<file path="src/rtl/axi_pkg.sv">
// Shared AXI types, constants and helpers for the dual-port memory slave.
// Bus widths come from `AXI_ADDR_WIDTH / `AXI_DATA_WIDTH (both default to 32).
`ifndef AXI_ADDR_WIDTH
`define AXI_ADDR_WIDTH 32
`endif
`ifndef AXI_DATA_WIDTH
`define AXI_DATA_WIDTH 32
`endif

package axi_pkg;

    localparam int AXI_ADDR_W   = `AXI_ADDR_WIDTH;
    localparam int AXI_DATA_W   = `AXI_DATA_WIDTH;
    localparam int STRB_WIDTH   = AXI_DATA_W / 8;
    localparam int AXI_4K_BYTES = 4096;

    typedef logic [AXI_ADDR_W-1:0] addr_t;
    typedef logic [7:0]            len_t;
    typedef logic [2:0]            size_t;
    typedef logic [STRB_WIDTH-1:0] strb_t;

    typedef enum logic [2:0] {
        ONE_BYTE        = 3'd0,
        TWO_BYTES       = 3'd1,
        FOUR_BYTES      = 3'd2,
        EIGHT_BYTES     = 3'd3,
        SIXTEEN_BYTES   = 3'd4,
        THIRTYTWO_BYTES = 3'd5,
        SIXTYFOUR_BYTES = 3'd6,
        ONE28_BYTES     = 3'd7
    } size_enum_t;

    typedef enum logic [1:0] {
        FIXED    = 2'b00,
        INCR     = 2'b01,
        WRAP     = 2'b10,
        RESERVED = 2'b11
    } burst_enum_t;

    typedef enum logic [1:0] {
        OKAY   = 2'b00,
        EXOKAY = 2'b01,
        SLVERR = 2'b10,
        DECERR = 2'b11
    } resp_enum_t;

    function automatic logic [7:0] size_to_bytes(input size_enum_t size);
        return 8'd1 << size;
    endfunction

endpackage

</file>
<file path="src/rtl/axi_strb_gen.sv">
// Combinational byte-lane strobe for one beat: lanes from the address offset up
// to the end of the size-aligned container are active. Shared with the write path.
module axi_strb_gen
    import axi_pkg::*;
#(
    parameter  int ADDR_WIDTH = AXI_ADDR_W,
    parameter  int DATA_WIDTH = AXI_DATA_W,
    localparam int STRB_W     = DATA_WIDTH / 8
) (
    input  logic [ADDR_WIDTH-1:0] addr,
    input  size_t                 size,
    output logic [STRB_W-1:0]     strb
);

    localparam int OFF_W = (STRB_W > 1) ? $clog2(STRB_W) : 1;

    int unsigned bytes;
    int unsigned lane_lo;
    int unsigned lane_hi;

    // NOTE: every output is assigned before any condition, so no path can infer a latch.
    always_comb begin
        bytes   = 32'(size_to_bytes(size_enum_t'(size)));
        lane_lo = 32'(addr[OFF_W-1:0]) % STRB_W;
        lane_hi = ((32'(addr[OFF_W-1:0]) & ~(bytes - 1)) % STRB_W) + bytes - 1;
        strb    = '0;
        for (int unsigned i = 0; i < STRB_W; i++) begin
            strb[i] = (i >= lane_lo) && (i <= lane_hi);
        end
    end

endmodule

</file>
<file path="src/rtl/axi_burst_addr_gen.sv">
// Per-beat AXI address/strobe generator for FIXED, INCR and WRAP bursts.
// Optional: define AXI_4K_CHECK_EN to flag INCR bursts that cross a 4 KB page.
module axi_burst_addr_gen
    import axi_pkg::*;
#(
    parameter  int ADDR_WIDTH = AXI_ADDR_W,
    parameter  int DATA_WIDTH = AXI_DATA_W,
    localparam int STRB_W     = DATA_WIDTH / 8
) (
    input  logic                  ACLK,
    input  logic                  ARESETn,
    input  logic                  req_valid,
    output logic                  req_ready,
    input  logic [ADDR_WIDTH-1:0] req_addr,
    input  len_t                  req_len,
    input  size_t                 req_size,
    input  logic [1:0]            req_burst,
    output logic                  beat_valid,
    input  logic                  beat_ready,
    output logic [ADDR_WIDTH-1:0] beat_addr,
    output logic [STRB_W-1:0]     beat_strb,
    output len_t                  beat_idx,
    output logic                  beat_last,
    output logic                  beat_err,
    output logic                  busy
);

    localparam logic [ADDR_WIDTH-1:0] ONE = ADDR_WIDTH'(1);

    // S_INIT holds req_ready low for the first cycle after reset release.
    typedef enum logic [1:0] {S_INIT, S_IDLE, S_BURST} state_t;

    state_t                  state, state_next;
    logic [ADDR_WIDTH-1:0]   cur_addr, wrap_lo, wrap_end;
    len_t                    len_q, idx_q;
    size_enum_t              size_q;
    burst_enum_t             burst_q;
    logic                    err_q;

    logic                    accept, advance, last;
    logic                    req_err;
    logic [ADDR_WIDTH-1:0]   req_bytes, req_aligned, req_wrap_bytes, req_wrap_lo;
    logic [ADDR_WIDTH-1:0]   cur_bytes, step_addr, next_addr;
    logic [STRB_W-1:0]       lane_strb;

    assign accept  = req_valid && req_ready;
    assign advance = beat_valid && beat_ready;
    assign last    = (idx_q == len_q);

    always_comb begin
        state_next = state;
        req_ready  = 1'b0;
        beat_valid = 1'b0;
        busy       = 1'b0;
        case (state)
            S_INIT: state_next = S_IDLE;
            S_IDLE: begin
                req_ready = 1'b1;
                if (req_valid) state_next = S_BURST;
            end
            S_BURST: begin
                busy       = 1'b1;
                beat_valid = 1'b1;
                if (beat_ready && last) state_next = S_IDLE;
            end
            default: state_next = S_INIT;
        endcase
    end

    // Command legality is judged once, at accept, and then carried for the whole burst.
`ifdef AXI_4K_CHECK_EN
    localparam int PAGE_LSB = $clog2(AXI_4K_BYTES);
    logic [ADDR_WIDTH-1:0] req_last_addr;
`endif

    always_comb begin
        req_bytes      = ADDR_WIDTH'(size_to_bytes(size_enum_t'(req_size)));
        req_aligned    = req_addr & ~(req_bytes - ONE);
        req_wrap_bytes = (ADDR_WIDTH'(req_len) + ONE) * req_bytes;
        req_wrap_lo    = req_addr & ~(req_wrap_bytes - ONE);
        req_err        = 1'b0;
        if (req_burst == RESERVED) req_err = 1'b1;
        if (req_bytes > ADDR_WIDTH'(STRB_W)) req_err = 1'b1;
        if (req_burst == WRAP && !(req_len inside {8'd1, 8'd3, 8'd7, 8'd15})) req_err = 1'b1;
        if (req_burst == WRAP && (req_addr & (req_bytes - ONE)) != '0) req_err = 1'b1;
`ifdef AXI_4K_CHECK_EN
        req_last_addr = req_aligned + ADDR_WIDTH'(req_len) * req_bytes;
        if (req_burst == INCR &&
            req_last_addr[ADDR_WIDTH-1:PAGE_LSB] != req_addr[ADDR_WIDTH-1:PAGE_LSB])
            req_err = 1'b1;
`endif
    end

    // Erroneous bursts keep the FIXED address so the beat count stays consistent.
    always_comb begin
        cur_bytes = ADDR_WIDTH'(size_to_bytes(size_q));
        step_addr = (cur_addr & ~(cur_bytes - ONE)) + cur_bytes;
        next_addr = cur_addr;
        if (!err_q) begin
            case (burst_q)
                INCR:    next_addr = step_addr;
                WRAP:    next_addr = (step_addr == wrap_end) ? wrap_lo : step_addr;
                default: next_addr = cur_addr;
            endcase
        end
    end

    // NOTE: state registers use non-blocking assignments so every flop samples pre-edge values.
    always_ff @(posedge ACLK or negedge ARESETn) begin
        if (!ARESETn) begin
            state    <= S_INIT;
            cur_addr <= '0;
            len_q    <= '0;
            idx_q    <= '0;
            size_q   <= ONE_BYTE;
            burst_q  <= FIXED;
            err_q    <= 1'b0;
            wrap_lo  <= '0;
            wrap_end <= '0;
        end else begin
            state <= state_next;
            if (accept) begin
                cur_addr <= req_addr;
                len_q    <= req_len;
                idx_q    <= '0;
                size_q   <= size_enum_t'(req_size);
                burst_q  <= burst_enum_t'(req_burst);
                err_q    <= req_err;
                wrap_lo  <= req_wrap_lo;
                wrap_end <= req_wrap_lo + req_wrap_bytes;
            end else if (advance && !last) begin
                cur_addr <= next_addr;
                idx_q    <= idx_q + 8'd1;
            end
        end
    end

    axi_strb_gen #(
        .ADDR_WIDTH (ADDR_WIDTH),
        .DATA_WIDTH (DATA_WIDTH)
    ) u_strb_gen (
        .addr (cur_addr),
        .size (size_q),
        .strb (lane_strb)
    );

    assign beat_addr = cur_addr;
    assign beat_idx  = idx_q;
    assign beat_last = beat_valid && last;
    assign beat_err  = beat_valid && err_q;
    assign beat_strb = (beat_valid && !err_q) ? lane_strb : '0;

endmodule

</file>
<file path="config.mk">
export PLATFORM = sky130hd
export DESIGN_NAME = axi_burst_addr_gen
export DESIGN_NICKNAME = d
export VERILOG_FILES = /design/src/rtl/axi_pkg.sv /design/src/rtl/axi_strb_gen.sv /design/src/rtl/axi_burst_addr_gen.sv
export SDC_FILE = /design/constraint.sdc
export NUM_CORES = 1
export LEC_CHECK = 0
export ABC_CLOCK_PERIOD_IN_PS = 5360
export CAP_MARGIN = 10
export CORE_MARGIN = 2
export CORE_UTILIZATION = 50
export DETAILED_ROUTE_END_ITERATION = 6
export GPL_ROUTABILITY_DRIVEN = 0
export HOLD_SLACK_MARGIN = 0.15
export PLACE_DENSITY_LB_ADDON = 0.08
export SLEW_MARGIN = 10
export SYNTH_ARGS = -nofsm -noshare
export SYNTH_HDL_FRONTEND = slang
export SYNTH_SLANG_ARGS = --single-unit
</file>
<file path="constraint.sdc">
create_clock -name ACLK -period 5.36 [get_ports ACLK]
set_input_delay 0.804 -clock ACLK [delete_from_list [all_inputs] [get_ports ACLK]]
set_output_delay 0.804 -clock ACLK [all_outputs]
set_load 0.005 [all_outputs]
</file>
== Word-level counts from Yosys, hierarchy flattened ==
Cells that the tools add are included.

* Bits in latches: 0
* Register bits after elaboration: 120
* Output and inout port bits: 49
* Memory bits (read-only): 0
* Bits in writable memories: 0
* Bits of input ports: 49
* Logic and storage cells: 91
* Memories kept: 0

* Magnitude comparators: 9
* Shift operators: 2
* Bitwise operators: 6
* Multipliers: 1
* Muxes and demuxes: 17
* Add/sub/neg operators: 9
* Reduce and logical (&&, ||, !) cells: 23
* Equality and inequality tests: 15
* Divide/modulo/power cells: 0

{| class="wikitable"
|+ Operators by type and width
! kind !! count
|-
| 2-to-1 mux 32 bit || 4
|-
| AND 32 bit || 3
|-
| <= comparator 1 x 32 -> 1 bit, first input constant || 2
|-
| <= comparator 2 x 32 -> 1 bit, first input constant || 2
|-
| NOT 32 bit || 2
|-
| case mux 32 bit (2 select lines) || 1
|-
| adder 32 x 17 -> 32 bit || 1
|-
| adder 32 x 8 -> 32 bit || 1
|-
| == test 32 bit || 1
|-
| nonzero test 32 bit || 1
|-
| subtractor 32 x 1 -> 32 bit, second input constant || 1
|-
| subtractor 17 x 1 -> 18 bit, second input constant || 1
|-
| subtractor 8 x 1 -> 9 bit, second input constant || 2
|-
| multiplier 9 x 8 -> 17 bit || 1
|-
| 2-to-1 mux 8 bit || 2
|-
| left shift 1 x 3 -> 8 bit, first input constant || 2
|-
| logical AND 1 bit || 13
|-
| adder 2 x 8 -> 9 bit || 1
|-
| adder 8 x 1 -> 9 bit, second input constant || 1
|-
| adder 8 x 1 -> 8 bit, second input constant || 1
|-
| == test 2 bit, second input constant || 4
|-
| == test 8 x 1 -> 1 bit, second input constant || 1
|-
| == test 8 x 2 -> 1 bit, second input constant || 1
|-
| == test 8 x 3 -> 1 bit, second input constant || 1
|-
| other kinds (20) || 32
|}

== Logic depth before layout (Yosys ltp) ==
Gate-level depths: netlist of the first run.

* Word-level depth: 11
* Depth in mapped cells: 27
* Depth with buffers taken out: 25

== By module ==
A second synthesis of the first run with hierarchy kept.

* Cell total of the unflattened synthesis: 1477
* Area total of the unflattened synthesis: 12075.3 um2

{| class="wikitable"
|+ By module, submodules not included
! module !! area each (um2) !! cells an instance !! times used !! seq. area each (um2)
|-
| axi_burst_addr_gen || 11519.8 || 1396 || 1 || 3002.9
|-
| axi_strb_gen || 555.5 || 81 || 1 || 0.0
|}

== Least setup slack after synthesis of the first run ==
Ideal clock, no wire load.

* Kind: input-to-reg
* From: in req_size[2]
* To: reg wrap_end[31]
* Buffers on the path: 5
* Library setup time: 0.126 ns
* Arrival: 7.218 ns
* Required time: 5.234 ns
* Cell stages on the path: 25
* Setup slack: -1.984 ns
* Cells stage by stage: clkbuf_1 > or3b_2 > clkbuf_1 > or2_2 > fa_1 > fa_1 > inv_1 > fa_1 > inv_1 > fa_1 > inv_1 > ha_1 > a21o_1 > a41o_1 > buf_6 > or3_1 > and3_1 > buf_6 > or3_4 > or4_4 > buf_4 > nand2_4 > nor3_1 > and3_1 > a221o_1

* Longest elaborated chain between the ends: 6

{| class="wikitable"
|+ RTL lines
! what !! line !! text
|-
| from (decl) || axi_burst_addr_gen.sv:16 || <nowiki>input size_t req_size,</nowiki>
|-
| left shift 1 x 3 -> 8 bit (*) || axi_pkg.sv:48 || <nowiki>return 8'd1 << size;</nowiki>
|-
| multiplier 9 x 8 -> 17 bit (*) || axi_burst_addr_gen.sv:79 || <nowiki>req_wrap_bytes = (ADDR_WIDTH'(req_len) + ONE) * req_bytes;</nowiki>
|-
| subtractor 17 x 1 -> 18 bit || axi_burst_addr_gen.sv:80 || <nowiki>req_wrap_lo = req_addr & ~(req_wrap_bytes - ONE);</nowiki>
|-
| NOT 32 bit || axi_burst_addr_gen.sv:80 ||
|-
| AND 32 bit || axi_burst_addr_gen.sv:80 ||
|-
| adder 32 x 17 -> 32 bit (*) || axi_burst_addr_gen.sv:130 || <nowiki>wrap_end <= req_wrap_lo + req_wrap_bytes;</nowiki>
|-
| to (signal assigned) || axi_burst_addr_gen.sv:130 ||
|-
| to (decl) || axi_burst_addr_gen.sv:34 || <nowiki>logic [ADDR_WIDTH-1:0] cur_addr, wrap_lo, wrap_end;</nowiki>
|}

Mark *: on every way between the ends. The rest lies on a longest branch, timed or not.
A chain may end at the register's enable or synchronous reset.

== Worst setup path after layout of the first run ==
* From: in req_len[1]
* To: reg wrap_end[28]

* Longest elaborated chain between the ends: 6

{| class="wikitable"
|+ RTL lines
! what !! line !! text
|-
| from (decl) || axi_burst_addr_gen.sv:15 || <nowiki>input len_t req_len,</nowiki>
|-
| adder 8 x 1 -> 9 bit (*) || axi_burst_addr_gen.sv:79 ||
|-
| multiplier 9 x 8 -> 17 bit (*) || axi_burst_addr_gen.sv:79 ||
|-
| subtractor 17 x 1 -> 18 bit || axi_burst_addr_gen.sv:80 ||
|-
| NOT 32 bit || axi_burst_addr_gen.sv:80 ||
|-
| AND 32 bit || axi_burst_addr_gen.sv:80 ||
|-
| adder 32 x 17 -> 32 bit (*) || axi_burst_addr_gen.sv:130 ||
|}

Marks and branches as above.

==> flow_summary.yaml, run 1 <==
power_and_ir_drop:
  p_int_w: 0.00361
  p_leak_nw: 7.38
  ir_worst_vdd_mv: 0.346
  switching_share: 0.435
  power_density_nw_per_um2: 393
  seqPwrFrac: 0.289
  netSwitchingPower_w: 0.00278
  clkPwrFrac: 0.184
  combPwrFrac: 0.528
floorplanning:
  coreArea_sq_um: 22600
  fp-row-count: 55
  die_h_um: 155
  io_pins: 98
  dieWidth_um: 155
  initial_utilization: 0.508
  die_area_sq_um: 24200
timing:
  rsz0062_at_grt: "true"
  tns_ps: -33500
  hold_viol: 0
  finalCritPeriodShare: 1.22
  max_freq_mhz: 153
  max_slew_margin: 0.408
  drv_slew: 0
  fin_ws_ps: -1170
  finalSetupViolCount: 43
  worst_slew_pin_slew_ps: 885
  fin_worst_skew_ps: 19.8
  finalCriticalPeriod_ps: 6530
synth:
  synth_ff_type: "dfrtp_1"
  post-synth-top-area-cell: "dfrtp_1"
  synth_mux_area_frac: 0.0339
  synth-seq-cells: 120
  netlist_instances: 1398
  synth_compound_area_frac: 0.199
  async_reset_ff_frac: 1.00
  synthDistinctLibCells: 111
  syn_nets: 1537
  synth_edf_count: 0
  synth_fa_ha_area_frac: 0.126
  yosysSeqAreaShare: 0.262
  synth_top_cells_by_area: "dfrtp_1, fa_1, nand2_1, ha_1, xnor2_1"
  synth_top_family_by_area: "simple AND/OR/NAND/NOR gates"
  synth-simple-area-share: 0.226
  synth_xor_area_frac: 0.0977
  synth_area_sq_um: 11500
  yosysTopAreaCellShare: 0.262
  yosys_warnings: 0
  avgSynthCellArea_sq_um: 8.21
routing:
  drc: 0
  wire_per_inst_um: 18.3
  drtPass1Iterations: 6
  ant_nets: 0
  vias: 11700
  postRouteWirelength_um: 36500
  first_iter_violations: 869
  vias_per_cell: 5.89
setup_path:
  critPathLaunch: "req_len[1]"
  end_kind: "flop"
  cp-start-kind: "primary input"
  crit_type: "primary input to flop"
  reg2reg_slack_ps: 800
  crit_top_cell: "fa_1"
  slowest_stage: "fa_1"
  required_ps: 5640
  cp_slowest_stage_delay_ps: 510
  crit_arrival_ps: 6820
  worstPathMaxFanout: 7
  rr_startpoint: "size_q[1]$_DFFE_PN0P_"
layout:
  fin_util: 0.720
  antenna_cells: 0
  layout_commonest_cell: "buf_4"
  final_cell_mix: "buf_4, nand2_1, dfrtp_1, nor2_1"
  drive_gt1_frac: 0.288
  regArea_sq_um: 3000
  multi_input_area_sq_um: 8950
  areaGrowthSynthToFinish_pct: 41.6
  nFillCells: 1744
  final_nets: 1833
global_route:
  met3_usage: 0.0387
  antenna_found_initial: 1
  grt_max_degree: 70
  grt_use_total: 0.303
  grt_use_met1: 0.435
  grt_use_met2: 0.485
  grt_pass1_vias: 11500
  grt_overflow_total: 0
  grt_first_pass_wirelength_um: 59500
  busiest_layer: "met2"
clock_network:
  cts-root-buf: "clkbuf_16"
  cts.sinks: 120
  cts_tree: "built"
  path_clk_slew_ps: 60
  cts_buffers: 17
  insertion_delay_ps: 430
  clk_path_buf_depth: 2
  cts.hold.buffers_added: 0
  htree_levels: 4
outcome:
  violations: "setup timing"
  status: "finished with violations"
job:
  maxCapViolCount: 0
placed_design:
  portBuffers: 97
  hpwl_um: 26000
min_path:
  hp-class: "primary input to asynchronous set/reset pin"
## final timing paths
kind	end	cells after the start
worst max-delay path	wrap_end[28]$_DFFE_PN0P_	29
worst min-delay path	beat_idx[7]$_DFFE_PN0P_	1
worst max register to register	beat_addr[27]$_DFFE_PN0P_	15
worst min register to register	wrap_lo[27]$_DFFE_PN0P_	2
max in group asynchronous	wrap_end[14]$_DFFE_PN0P_	2
min in group ACLK	wrap_lo[27]$_DFFE_PN0P_	2
## state kept, by name, summed over array words and instances, names as in the netlist
signal and cells:
state 2, wrap_end 32, burst_q 2, size_q 3, err_q 1, len_q 8
beat_addr 32, beat_idx 8, wrap_lo 32
## repair_timing
| action | 4_1_cts | 5_1_grt |
|---|---|---|
| setup buffers | 30 | 16 |
| gates resized for setup | 169 | 101 |
| gates cloned | 0 | 0 |
| endpoints found under the setup margin | 50 | 47 |
| pin swaps | 68 | 71 |
## routing by layer
metal  routed length [um]  part of all wire
met2                17200              0.47
met5                   16           0.00044
met1                16400              0.45
met3                 2020             0.055
met4                  836             0.023
## area by class of cell
type | instances | share of cell area
Multi-Input combinational cell | 1119 | 0.551
Sequential cell | 120 | 0.185
Timing Repair Buffer | 344 | 0.184
Clock buffer | 18 | 0.0264
Tap cell | 285 | 0.0219
Inverter | 92 | 0.0214
Clock inverter | 14 | 0.0102
## worst max-delay path: cells and delay by family
kind            cells  cell delay (ps)
simple gates        5              870
fa+ha+maj           5             2160
buf+inv             8              850
xor+xnor            2              410
compound gates      9             1700
## synthesized netlist by cell type (all sizes together) (7+ instances only)
cell type,n
nor3,23
a31oi,14
and2,10
inv,92
nand2,185
clkbuf,47
nand3,44
o22ai,20
mux2i,31
nand4,20
xnor2,67
a2111oi,7
or3,12
ha,48
nor4,19
fa,42
o21ai,107
o31ai,10
buf,20
a22oi,10
or2,17
and3,27
nand3b,7
a21oi,64
nand2b,14
dfrtp,120
xor2,58
nor2b,7
a211oi,10
o211ai,15
a21o,16
nor2,124
## power by group through the flow
| stage | logic, W | registers [W] | clock network (W) |
|---|---|---|---|
| finish | 0.00337 | 0.00184 | 0.00117 |
| global route | 0.00370 | 0.00190 | 0.00122 |
| CTS | 0.00320 | 0.00182 | 0.00118 |
| detailed placement | 0.00305 | 0.00183 | 0 |
| global placement | 0.00299 | 0.00182 | 0 |
| floorplan | 0.00206 | 0.00162 | 0 |
## through the flow
stage,worst slack [ps],std cells,total power [W],hold slack [ps],cell area [sq um]
global route,-1370,1992,0.00682,506,16200
floorplan,-1450,1398,0.00368,438,11800
CTS,-1090,1978,0.00620,482,15600
detailed placement,-2220,1917,0.00489,467,14300
finish,-1170,1992,0.00638,472,16200
global placement,-2110,1917,0.00481,462,14300
## logic make-up (layout without fill, tap and decap cells)
group / after synthesis / count (layout)
mux: 37 / 37
buf+inv: 159 / 468
simple gates: 529 / 529
other cells: 1 / 1
fa+ha+maj: 90 / 90
compound gates: 337 / 337
flops: 120 / 120
xor+xnor: 125 / 125
No activity file was read; power rests on OpenSTA's default activity.
==> run 2: changes to the inputs <==
--- a/config.mk
+++ b/config.mk
@@ -13,6 +13,7 @@
 export GPL_ROUTABILITY_DRIVEN = 0
 export HOLD_SLACK_MARGIN = 0.15
 export PLACE_DENSITY_LB_ADDON = 0.08
+export SKIP_LAST_GASP = 1
 export SLEW_MARGIN = 10
 export SYNTH_ARGS = -nofsm -noshare
 export SYNTH_HDL_FRONTEND = slang
==> run 2 against run 1 <==
Against the previous run: the flow still finishes with violations (setup timing); wire length fell by 1.8%; via count fell by 0.44%; non-clock buffer count fell by 2; final cell count fell by 0.10%; sequential cell count did not move; clock skew fell by 0.59 ps; clock power barely moved; combinational power fell by 1%; critical path depth fell by 3; die area did not move; worst setup slack improved by 49 ps; critical endpoint unchanged; largest cell class unchanged.
==> flow_summary.yaml, run 2 (synthesis results as in run 1) <==
timing:
  finalSetupViolCount: 43
  worst_slew_pin_slew_ps: 902
  fin_ws_ps: -1120
  max_slew_margin: 0.397
  finalCriticalPeriod_ps: 6480
  max_freq_mhz: 154
  hold_viol: 0
  finalCritPeriodShare: 1.21
  rsz0062_at_grt: "true"
  tns_ps: -33660
  fin_worst_skew_ps: 19.2
  fin_hold_ws_ps: 474
  drv_slew: 0
power_and_ir_drop:
  p_leak_nw: 7.37
  netSwitchingPower_w: 0.00275
  ir_worst_vdd_mv: 0.345
  clkPwrFrac: 0.185
  power_w: 0.00635
  p_int_w: 0.00359
  combPwrFrac: 0.525
  power_density_nw_per_um2: 393
  switching_share: 0.434
  seqPwrFrac: 0.290
routing:
  first_iter_violations: 824
  postRouteWirelength_um: 35800
  wire_per_inst_um: 18.0
  drtPass1Iterations: 5
  vias: 11700
  vias_per_cell: 5.87
  ant_nets: 0
  drc: 0
setup_path:
  required_ps: 5640
  cp-start-kind: "primary input"
  worstPathMaxFanout: 7
  crit_arrival_ps: 6760
  reg2reg_slack_ps: 820
  critPathLaunch: "req_len[1]"
  rr_worst_depth: 15
  crit_type: "primary input to flop"
  r2r-end: "beat_addr[25]$_DFFE_PN0P_"
  rr_startpoint: "size_q[1]$_DFFE_PN0P_"
  end_kind: "flop"
  crit_end: "wrap_end[28]$_DFFE_PN0P_"
global_route:
  grt_pass1_vias: 11400
  antenna_found_initial: 1
  grt_use_total: 0.302
  grt_max_degree: 70
  grt_first_pass_wirelength_um: 59300
  grt_overflow_total: 0
placed_design:
  hpwl_um: 26000
  dp_cells: 1917
  portBuffers: 97
min_path:
  hp-class: "primary input to asynchronous set/reset pin"
outcome:
  violations: "setup timing"
  status: "finished with violations"
clock_network:
  insertion_delay_ps: 430
  cts-root-buf: "clkbuf_16"
  clk_path_buf_depth: 2
  htree_levels: 4
  cts_buffers: 17
  path_clk_slew_ps: 60
  cts.hold.buffers_added: 0
  cts_tree: "built"
  cts.sinks: 120
layout:
  areaGrowthSynthToFinish_pct: 40.7
  final_cell_mix: "buf_4, nand2_1, dfrtp_1, nor2_1"
  regArea_sq_um: 3000
  final_nets: 1831
  stdcell_count: 1990
  multi_input_area_sq_um: 8900
  nFillCells: 1791
  drive_gt1_frac: 0.284
  antenna_cells: 0
  fin_util: 0.715
  layout_commonest_cell: "buf_4"
floorplanning:
  dieWidth_um: 155
  initial_utilization: 0.508
  die_h_um: 155
  fp-row-count: 55
  die_area_sq_um: 24200
  coreArea_sq_um: 22600
  io_pins: 98
job:
  maxCapViolCount: 0
-- run 2: worst min-delay path by stage --
| stage | startpoint | endpoint |
|---|---|---|
| finish | ARESETn | beat_idx[7]$_DFFE_PN0P_ |
| global route | wrap_lo[27]$_DFFE_PN0P_ | wrap_lo[27]$_DFFE_PN0P_ |
| CTS | wrap_lo[21]$_DFFE_PN0P_ | wrap_lo[21]$_DFFE_PN0P_ |
| detailed placement | wrap_lo[21]$_DFFE_PN0P_ | wrap_lo[21]$_DFFE_PN0P_ |
| global placement | wrap_lo[31]$_DFFE_PN0P_ | wrap_lo[31]$_DFFE_PN0P_ |
| floorplan | wrap_lo[16]$_DFFE_PN0P_ | wrap_lo[16]$_DFFE_PN0P_ |
-- run 2: metal layers --
metal / track usage / share of wire
met5: 0 / 0.00045
met4: 0.0725 / 0.018
met3: 0.0382 / 0.060
met2: 0.487 / 0.47
met1: 0.434 / 0.45
-- run 2: worst max-delay path: stages --
cell and delay, ps:
buf_8 80, and3_4 190, nand3_4 110, nor2_4 180, xnor2_4 160, buf_6 140, nor2_2 30, fa_1 500
fa_2 450, fa_1 560, inv_1 60, fa_1 530, inv_1 60, ha_4 240, a21o_4 220, a311o_1 390
a211oi_4 400, a31oi_1 140, o221a_1 270, a221o_1 360, o21ai_2 230, a311oi_4 130, buf_12 170, nand4_1 120
xnor2_1 140, o21ai_1 80
-- run 2: layout make-up --
class / count / area share
sequential: 120 / 0.186
clock buffer: 18 / 0.0266
clock inverter: 14 / 0.0102
tap: 285 / 0.0221
inverter: 92 / 0.0216
timing repair buffer: 342 / 0.182
multi-input combinational: 1119 / 0.551
-- run 2: power groups by stage --
stage | clock, W | combinational (W) | sequential [W]
final | 0.00117 | 0.00333 | 0.00184
after global routing | 0.00122 | 0.00367 | 0.00190
after CTS | 0.00118 | 0.00319 | 0.00182
after detailed placement | 0 | 0.00305 | 0.00183
after global placement | 0 | 0.00299 | 0.00182
after floorplan | 0 | 0.00206 | 0.00162
-- run 2: repair_timing --
action / in CTS / in global routing
buffers inserted: 30 / 15
pin swaps: 67 / 76
endpoints found under the setup margin: 50 / 47
hold endpoints to repair: 0 / 0
gates resized for setup: 165 / 90
-- run 2: stage by stage --
stage,cell area [sq um],setup slack [ps]
floorplan,11800,-1450
global placement,14300,-2110
detailed placement,14300,-2220
CTS,15600,-1090
global route,16100,-1330
finish,16100,-1120
